[src/rtl/vending_pkg.sv]
// Shared vending-machine definitions: coin encoding, coin unit values and
// the payout sequencer state set. Reused by the vending FSM and display logic.
package vending_pkg;

    localparam logic [1:0] COIN_100  = 2'b00;
    localparam logic [1:0] COIN_200  = 2'b01;
    localparam logic [1:0] COIN_500  = 2'b10;
    localparam logic [1:0] COIN_1000 = 2'b11;

    localparam int         NUM_COINS  = 4;
    localparam logic [3:0] MAX_AMOUNT = 4'd10;

    typedef enum logic [2:0] {
        ST_IDLE   = 3'd0,
        ST_SELECT = 3'd1,
        ST_REQ    = 3'd2,
        ST_FINISH = 3'd3,
        ST_ABORT  = 3'd4
    } disp_state_e;

    // Value of one coin of the given denomination, in 100-won units.
    function automatic logic [3:0] coin_value(input logic [1:0] sel);
        logic [3:0] val;
        case (sel)
            COIN_100:  val = 4'd1;
            COIN_200:  val = 4'd2;
            COIN_500:  val = 4'd5;
            COIN_1000: val = 4'd10;
            default:   val = 4'd0;
        endcase
        return val;
    endfunction

endpackage

[src/rtl/coin_stock_bank.sv]
// Per-denomination coin stock: four counters with a common reload and a
// one-hot decrement, plus a zero flag per counter.
module coin_stock_bank
    import vending_pkg::*;
#(
    parameter int CNT_W      = 8,
    parameter int INIT_STOCK = 20
) (
    input  logic                           clk,
    input  logic                           reset,
    input  logic                           load,
    input  logic [NUM_COINS-1:0]           dec,
    output logic [NUM_COINS*CNT_W-1:0]     stock,
    output logic [NUM_COINS-1:0]           empty_flags
);

    localparam logic [CNT_W-1:0] INIT_VAL = CNT_W'(INIT_STOCK);
    localparam logic [CNT_W-1:0] ZERO_VAL = {CNT_W{1'b0}};
    localparam logic [CNT_W-1:0] ONE_VAL  = {{(CNT_W-1){1'b0}}, 1'b1};

    logic [CNT_W-1:0] cnt_r [NUM_COINS];

    // Counter update: reset and reload restore full stock, otherwise a
    // requested decrement is taken only while the counter is non-zero.
    always_ff @(posedge clk) begin
        if (reset) begin
            for (int i = 0; i < NUM_COINS; i++) begin
                cnt_r[i] <= INIT_VAL;
            end
        end else if (load) begin
            for (int i = 0; i < NUM_COINS; i++) begin
                cnt_r[i] <= INIT_VAL;
            end
        end else begin
            for (int i = 0; i < NUM_COINS; i++) begin
                if (dec[i] && (cnt_r[i] != ZERO_VAL)) begin
                    cnt_r[i] <= cnt_r[i] - ONE_VAL;
                end else begin
                    cnt_r[i] <= cnt_r[i];
                end
            end
        end
    end

    // Flatten the counters and derive the empty flags.
    always_comb begin
        stock       = {(NUM_COINS*CNT_W){1'b0}};
        empty_flags = 4'b0000;
        for (int i = 0; i < NUM_COINS; i++) begin
            stock[i*CNT_W +: CNT_W] = cnt_r[i];
            empty_flags[i]          = (cnt_r[i] == ZERO_VAL);
        end
    end

endmodule

[src/rtl/change_dispense_ctrl.sv]
// Coin payout sequencer: pays a balance greedily, one coin per hopper
// handshake, and reports done / fail with the unpaid remainder.
module change_dispense_ctrl
    import vending_pkg::*;
#(
    parameter int CNT_W       = 8,
    parameter int INIT_STOCK  = 20,
    parameter int ACK_TIMEOUT = 255
) (
    input  logic       clk,
    input  logic       reset,
    input  logic       start,
    input  logic [3:0] amount,
    input  logic       refill,
    input  logic       coin_ack,
    output logic       coin_req,
    output logic [1:0] coin_sel,
    output logic       busy,
    output logic       done,
    output logic       fail,
    output logic [3:0] remaining,
    output logic [3:0] empty_flags
);

    // Last timeout-counter value before the wait is abandoned.
    localparam logic [7:0] TMO_LAST = 8'(ACK_TIMEOUT - 1);

    disp_state_e state_r, state_nxt_s;

    logic       coin_req_r, coin_req_nxt_s;
    logic [1:0] coin_sel_r, coin_sel_nxt_s;
    logic       busy_r;
    logic       done_r, done_nxt_s;
    logic       fail_r, fail_nxt_s;
    logic [3:0] remaining_r, remaining_nxt_s;
    logic [7:0] tmo_r, tmo_nxt_s;

    logic                       load_s;
    logic [NUM_COINS-1:0]       dec_s;
    logic [NUM_COINS*CNT_W-1:0] stock_s;
    logic [NUM_COINS-1:0]       empty_s;

    logic       pick_ok_s;
    logic [1:0] pick_sel_s;

    coin_stock_bank #(
        .CNT_W      (CNT_W),
        .INIT_STOCK (INIT_STOCK)
    ) u_stock (
        .clk         (clk),
        .reset       (reset),
        .load        (load_s),
        .dec         (dec_s),
        .stock       (stock_s),
        .empty_flags (empty_s)
    );

    // Greedy pick: the largest denomination that fits the balance and is in
    // stock; later (larger) denominations override earlier ones.
    always_comb begin
        pick_ok_s  = 1'b0;
        pick_sel_s = COIN_100;
        for (int i = 0; i < NUM_COINS; i++) begin
            if ((coin_value(2'(i)) <= remaining_r) && !empty_s[i]) begin
                pick_ok_s  = 1'b1;
                pick_sel_s = 2'(i);
            end else begin
                pick_ok_s  = pick_ok_s;
                pick_sel_s = pick_sel_s;
            end
        end
    end

    // Next-state and next-output logic for the payout sequencer.
    always_comb begin
        state_nxt_s     = state_r;
        coin_req_nxt_s  = 1'b0;
        coin_sel_nxt_s  = coin_sel_r;
        remaining_nxt_s = remaining_r;
        tmo_nxt_s       = tmo_r;
        done_nxt_s      = 1'b0;
        fail_nxt_s      = 1'b0;
        load_s          = 1'b0;
        dec_s           = 4'b0000;
        case (state_r)
            ST_IDLE: begin
                load_s = refill;
                if (start) begin
                    remaining_nxt_s = amount;
                    if (amount <= MAX_AMOUNT) begin
                        state_nxt_s = ST_SELECT;
                    end else begin
                        state_nxt_s = ST_ABORT;
                        fail_nxt_s  = 1'b1;
                    end
                end else begin
                    state_nxt_s = ST_IDLE;
                end
            end
            ST_SELECT: begin
                if (remaining_r == 4'd0) begin
                    state_nxt_s = ST_FINISH;
                    done_nxt_s  = 1'b1;
                end else if (pick_ok_s) begin
                    state_nxt_s    = ST_REQ;
                    coin_sel_nxt_s = pick_sel_s;
                    coin_req_nxt_s = 1'b1;
                    tmo_nxt_s      = 8'd0;
                end else begin
                    // Nothing payable: remaining is left as the shortfall.
                    state_nxt_s = ST_ABORT;
                    fail_nxt_s  = 1'b1;
                end
            end
            ST_REQ: begin
                if (coin_ack) begin
                    state_nxt_s     = ST_SELECT;
                    remaining_nxt_s = remaining_r - coin_value(coin_sel_r);
                    dec_s           = 4'b0001 << coin_sel_r;
                end else if (tmo_r == TMO_LAST) begin
                    state_nxt_s = ST_ABORT;
                    fail_nxt_s  = 1'b1;
                end else begin
                    state_nxt_s    = ST_REQ;
                    coin_req_nxt_s = 1'b1;
                    tmo_nxt_s      = tmo_r + 8'd1;
                end
            end
            ST_FINISH: begin
                state_nxt_s = ST_IDLE;
            end
            ST_ABORT: begin
                state_nxt_s = ST_IDLE;
            end
            default: begin
                state_nxt_s = ST_IDLE;
            end
        endcase
    end

    // State and registered outputs; reset overrides every other input.
    always_ff @(posedge clk) begin
        if (reset) begin
            state_r     <= ST_IDLE;
            coin_req_r  <= 1'b0;
            coin_sel_r  <= COIN_100;
            busy_r      <= 1'b0;
            done_r      <= 1'b0;
            fail_r      <= 1'b0;
            remaining_r <= 4'd0;
            tmo_r       <= 8'd0;
        end else begin
            state_r     <= state_nxt_s;
            coin_req_r  <= coin_req_nxt_s;
            coin_sel_r  <= coin_sel_nxt_s;
            busy_r      <= (state_nxt_s != ST_IDLE);
            done_r      <= done_nxt_s;
            fail_r      <= fail_nxt_s;
            remaining_r <= remaining_nxt_s;
            tmo_r       <= tmo_nxt_s;
        end
    end

    assign coin_req    = coin_req_r;
    assign coin_sel    = coin_sel_r;
    assign busy        = busy_r;
    assign done        = done_r;
    assign fail        = fail_r;
    assign remaining   = remaining_r;
    assign empty_flags = empty_s;

endmodule

[config.mk]
export PLATFORM = sky130hd
export DESIGN_NAME = change_dispense_ctrl
export DESIGN_NICKNAME = d
export VERILOG_FILES = /design/src/rtl/vending_pkg.sv /design/src/rtl/coin_stock_bank.sv /design/src/rtl/change_dispense_ctrl.sv
export SDC_FILE = /design/constraint.sdc
export NUM_CORES = 1
export LEC_CHECK = 0
export CAP_MARGIN = 30
export CORE_ASPECT_RATIO = 1.25
export CORE_MARGIN = 2
export CORE_UTILIZATION = 55
export CTS_CLUSTER_DIAMETER = 60
export DETAILED_ROUTE_END_ITERATION = 7
export PLACE_DENSITY = 0.77
export SYNTH_ARGS = -nofsm -noshare
export SYNTH_HDL_FRONTEND = slang
export SYNTH_HIERARCHICAL = 1
export SYNTH_SLANG_ARGS = --single-unit
[constraint.sdc]
create_clock -name clk -period 5.2 [get_ports clk]
set_input_delay 0.52 -clock clk [delete_from_list [all_inputs] [get_ports clk]]
set_output_delay 0.52 -clock clk [all_outputs]
set_load 0.05 [all_outputs]
==> results.txt <==
outcome -> completed
die height -> 87.4 microns
CP arrival -> 2.85 ns
worst slew pin tran -> 0.988 ns
Num CTS Buffers -> 5
# port buffers -> 22
synthesized flop and latch total -> 52
io pins -> 23
Syn Nets -> 335
largest family of logic cells by synthesized area -> simple AND/OR/NAND/NOR gates
diode count -> 0
simple-gate share of the synthesized area -> 22.8%
max-slew violation count -> 0
Clock Skews -> 0.00612 ns
YS warnings -> 6
Skew-Pair Late Insertion Delay -> 0.31 ns
Post-Syn Instances -> 313
number of gates resized after cts -> 0
share of cells above drive strength 1 -> 6.59%
Final setup viols -> 0
Worst EP required -> 4.68 ns
xor/xnor share of the synthesized area -> 3.72%
max incr delay on CP -> 0.93 ns
fmax -> 0.297 GHz
clock-pin transition on the worst setup and hold timing paths -> 0.09 ns
cells taking the most area after synthesis -> edfxtp_1 31%, dfxtp_1 13%, ha_1 4.9%
CP Capture Type -> output port
layout net count -> 355
Period minus WS final -> 3.37 ns
Flop pwr share -> 54.0%
clock root cell -> clkbuf_8
Post-Layout Inst Area -> 0.00340 sq mm
placer congestion estimate -> 0.836
Yosys top cell area share -> 31.4%
TritonCTS clock tree -> built
full die area -> 0.00619 sq mm
Clk network pwr share -> 24.3%
main flop type after synthesis -> edfxtp_1
most common library cells after synthesis -> 32 x edfxtp_1, 27 x inv_1, 22 x nor2_1
gr ovfl total -> 0
peak supply drop -> 0.179 mV
WS Path Type -> register to output port
relative slew slack -> 33.9%
Starting Density -> 56.7%
Cell Area, Synth -> 0.00306 sq mm
via count -> 2320
largest net degree at the start of global routing -> 15
Synth area leader -> edfxtp_1
sw power -> 289 uW
Hold Fails Final Rpt -> 0
setup TNS -> 0 ns
Syn Area/Cell -> 9.79 sq um
Post-CTS Setup Inserts -> 0
power per cell area -> 281 mW/mm^2
All-Layer GR Usage -> 19.5%
final wirelength -> 5.81 mm
Worst path slowest cell -> clkdlybuf4s50_1
Worst Hold Class -> register to register
# H-tree levels -> 2
Critical Path Start Type -> register
Max-Cap Viols -> 0
adder-cell share of the synthesized area -> 5.56%
Core ar. -> 0.00541 sq mm
DRT Pass-1 Iters -> 4
Residual DRC -> 0
CP Cell Sequence -> or4_4, nor3_1, clkdlybuf4s50_1
Netlist cell types -> 58
leakage -> 0.00116 uW
FP Rows -> 30
Die Wd -> 70.7 microns
Switching Fraction -> 30.2%
mux cell area share after synthesis -> 1.06%
Pint -> 669 uW
EDFF count, synth -> 32
HPWL Detailed -> 4.35 mm
Comb pwr share -> 21.8%
RSZ-0062 raised after global routing -> no
count leader, synth -> edfxtp_1
first-pass GRT wire length -> 9.72 mm
synthesis-to-finish area growth -> 11.1%
clk sinks -> 52
Max Root-Sink Buffers -> 2
DRT antenna net count -> 0
Compound-Gate Fraction of Synth Area -> 17.4%
hold_buf cts -> 0
Final Cycle Share -> 64.7%
Worst Path Max Fanout -> 6
initial DRC count -> 132
Vias per Instance -> 5.83
Synth async-reset ratio -> 0%
initial antenna violation count -> 0
wire length per cell -> 14.6 microns
Placed Area -> 0.00331 sq mm
Seq/Total Area, Yosys -> 44.4%
vias in the first global route -> 2131
-- stage by stage --
| stage | cells | worst slack (ns) | hold WS, ns | utilization (%) | power [uW] |
|---|---|---|---|---|---|
| 2_1_floorplan | 313 | 1.82 | 0.478 | - | 676 |
| 3_3_place_gp | 390 | 2.15 | 0.496 | 61.3 | 728 |
| 3_5_place_dp | 390 | 2.16 | 0.524 | 61.3 | 734 |
| 4_1_cts | 398 | 1.80 | 0.538 | 63.0 | 967 |
| 5_1_grt | 398 | 1.71 | 0.555 | 63.0 | 1010 |
| 6_report | 398 | 1.83 | 0.530 | 63.0 | 958 |
-- cells by family after synthesis --
logic type | count (synthesis)
flops | 52
compound gates | 75
simple gates | 121
buf+inv | 36
mux | 3
fa+ha+maj | 13
xor+xnor | 13
-- power groups by stage --
stage	Combinational, uW	Sequential, uW	Clock (uW)
floorplan	138	539	0
global placement	204	524	0
detailed placement	208	526	0
CTS	210	516	241
global route	233	524	257
finish	209	517	233
-- registers in the layout, summed over array words and instances, names as in the netlist --
name           flops
busy               1
coin_req           1
coin_sel           2
done               1
remaining          4
state_r            3
tmo_r              8
u_stock/cnt_r     32
-- cell type report --
| class | count | area [sq um] |
|---|---|---|
| multi-input combinational | 225 | 1550 |
| timing repair buffer | 22 | 220 |
| fill | 461 | 2000 |
| sequential | 52 | 1360 |
| clock buffer | 8 | 90.1 |
| inverter | 27 | 101 |
| tap | 64 | 80.1 |
-- critical path: cells and delay by family, from the launching register on --
kind | cells | cell delay (ns)
buffers and inverters | 1 | 0.93
DFF | 1 | 0.43
and+or+nand+nor | 2 | 1.18
-- path summary, 6_finish.rpt --
kind	startpoint	endpoint	slack, ns	cells after the start
worst max-delay path	u_stock/cnt_r[1][5]	empty_flags[1]	1.83	3
worst min-delay path	tmo_r[1]	tmo_r[1]	0.53	1
worst max register to register	u_stock/cnt_r[2][2]	tmo_r[0]	2.52	7
worst min register to register	tmo_r[1]	tmo_r[1]	0.53	1
-- layout by cell type, fill, tap and decap left out, types with 3 or more instances in the layout --
| master | Yosys | routed |
|---|---|---|
| or3_1 | 9 | 9 |
| o31ai_1 | 4 | 4 |
| clkbuf_8 | 0 | 6 |
| nor2b_1 | 5 | 5 |
| or2_2 | 3 | 3 |
| or4_1 | 7 | 7 |
| ha_1 | 12 | 12 |
| o21ai_1 | 4 | 4 |
| a21oi_1 | 21 | 21 |
| edfxtp_1 | 32 | 32 |
| xor2_1 | 3 | 3 |
| nand3_1 | 8 | 8 |
| inv_1 | 27 | 27 |
| a211oi_1 | 5 | 5 |
| a211o_1 | 3 | 3 |
| or4_4 | 3 | 3 |
| dfxtp_1 | 20 | 20 |
| nor3_1 | 13 | 13 |
| nor3b_1 | 5 | 5 |
| xnor2_1 | 10 | 10 |
| nor2_1 | 22 | 22 |
| nand4_1 | 3 | 3 |
| o21ai_0 | 14 | 14 |
| nand2_1 | 20 | 20 |
| clkdlybuf4s50_1 | 0 | 22 |
| nand2b_1 | 9 | 9 |
-- layer usage --
| metal | global-route usage [%] | vias up | share of wire, % |
|---|---|---|---|
| met5 | 0 | - | 0 |
| met4 | 7.38 | 0 | 1.8 |
| met3 | 3.47 | 9 | 2.4 |
| met2 | 32.6 | 32 | 49 |
| met1 | 25.3 | 1078 | 46 |
| li1 | - | 1201 | - |
Power figures use the tool's default switching activity.
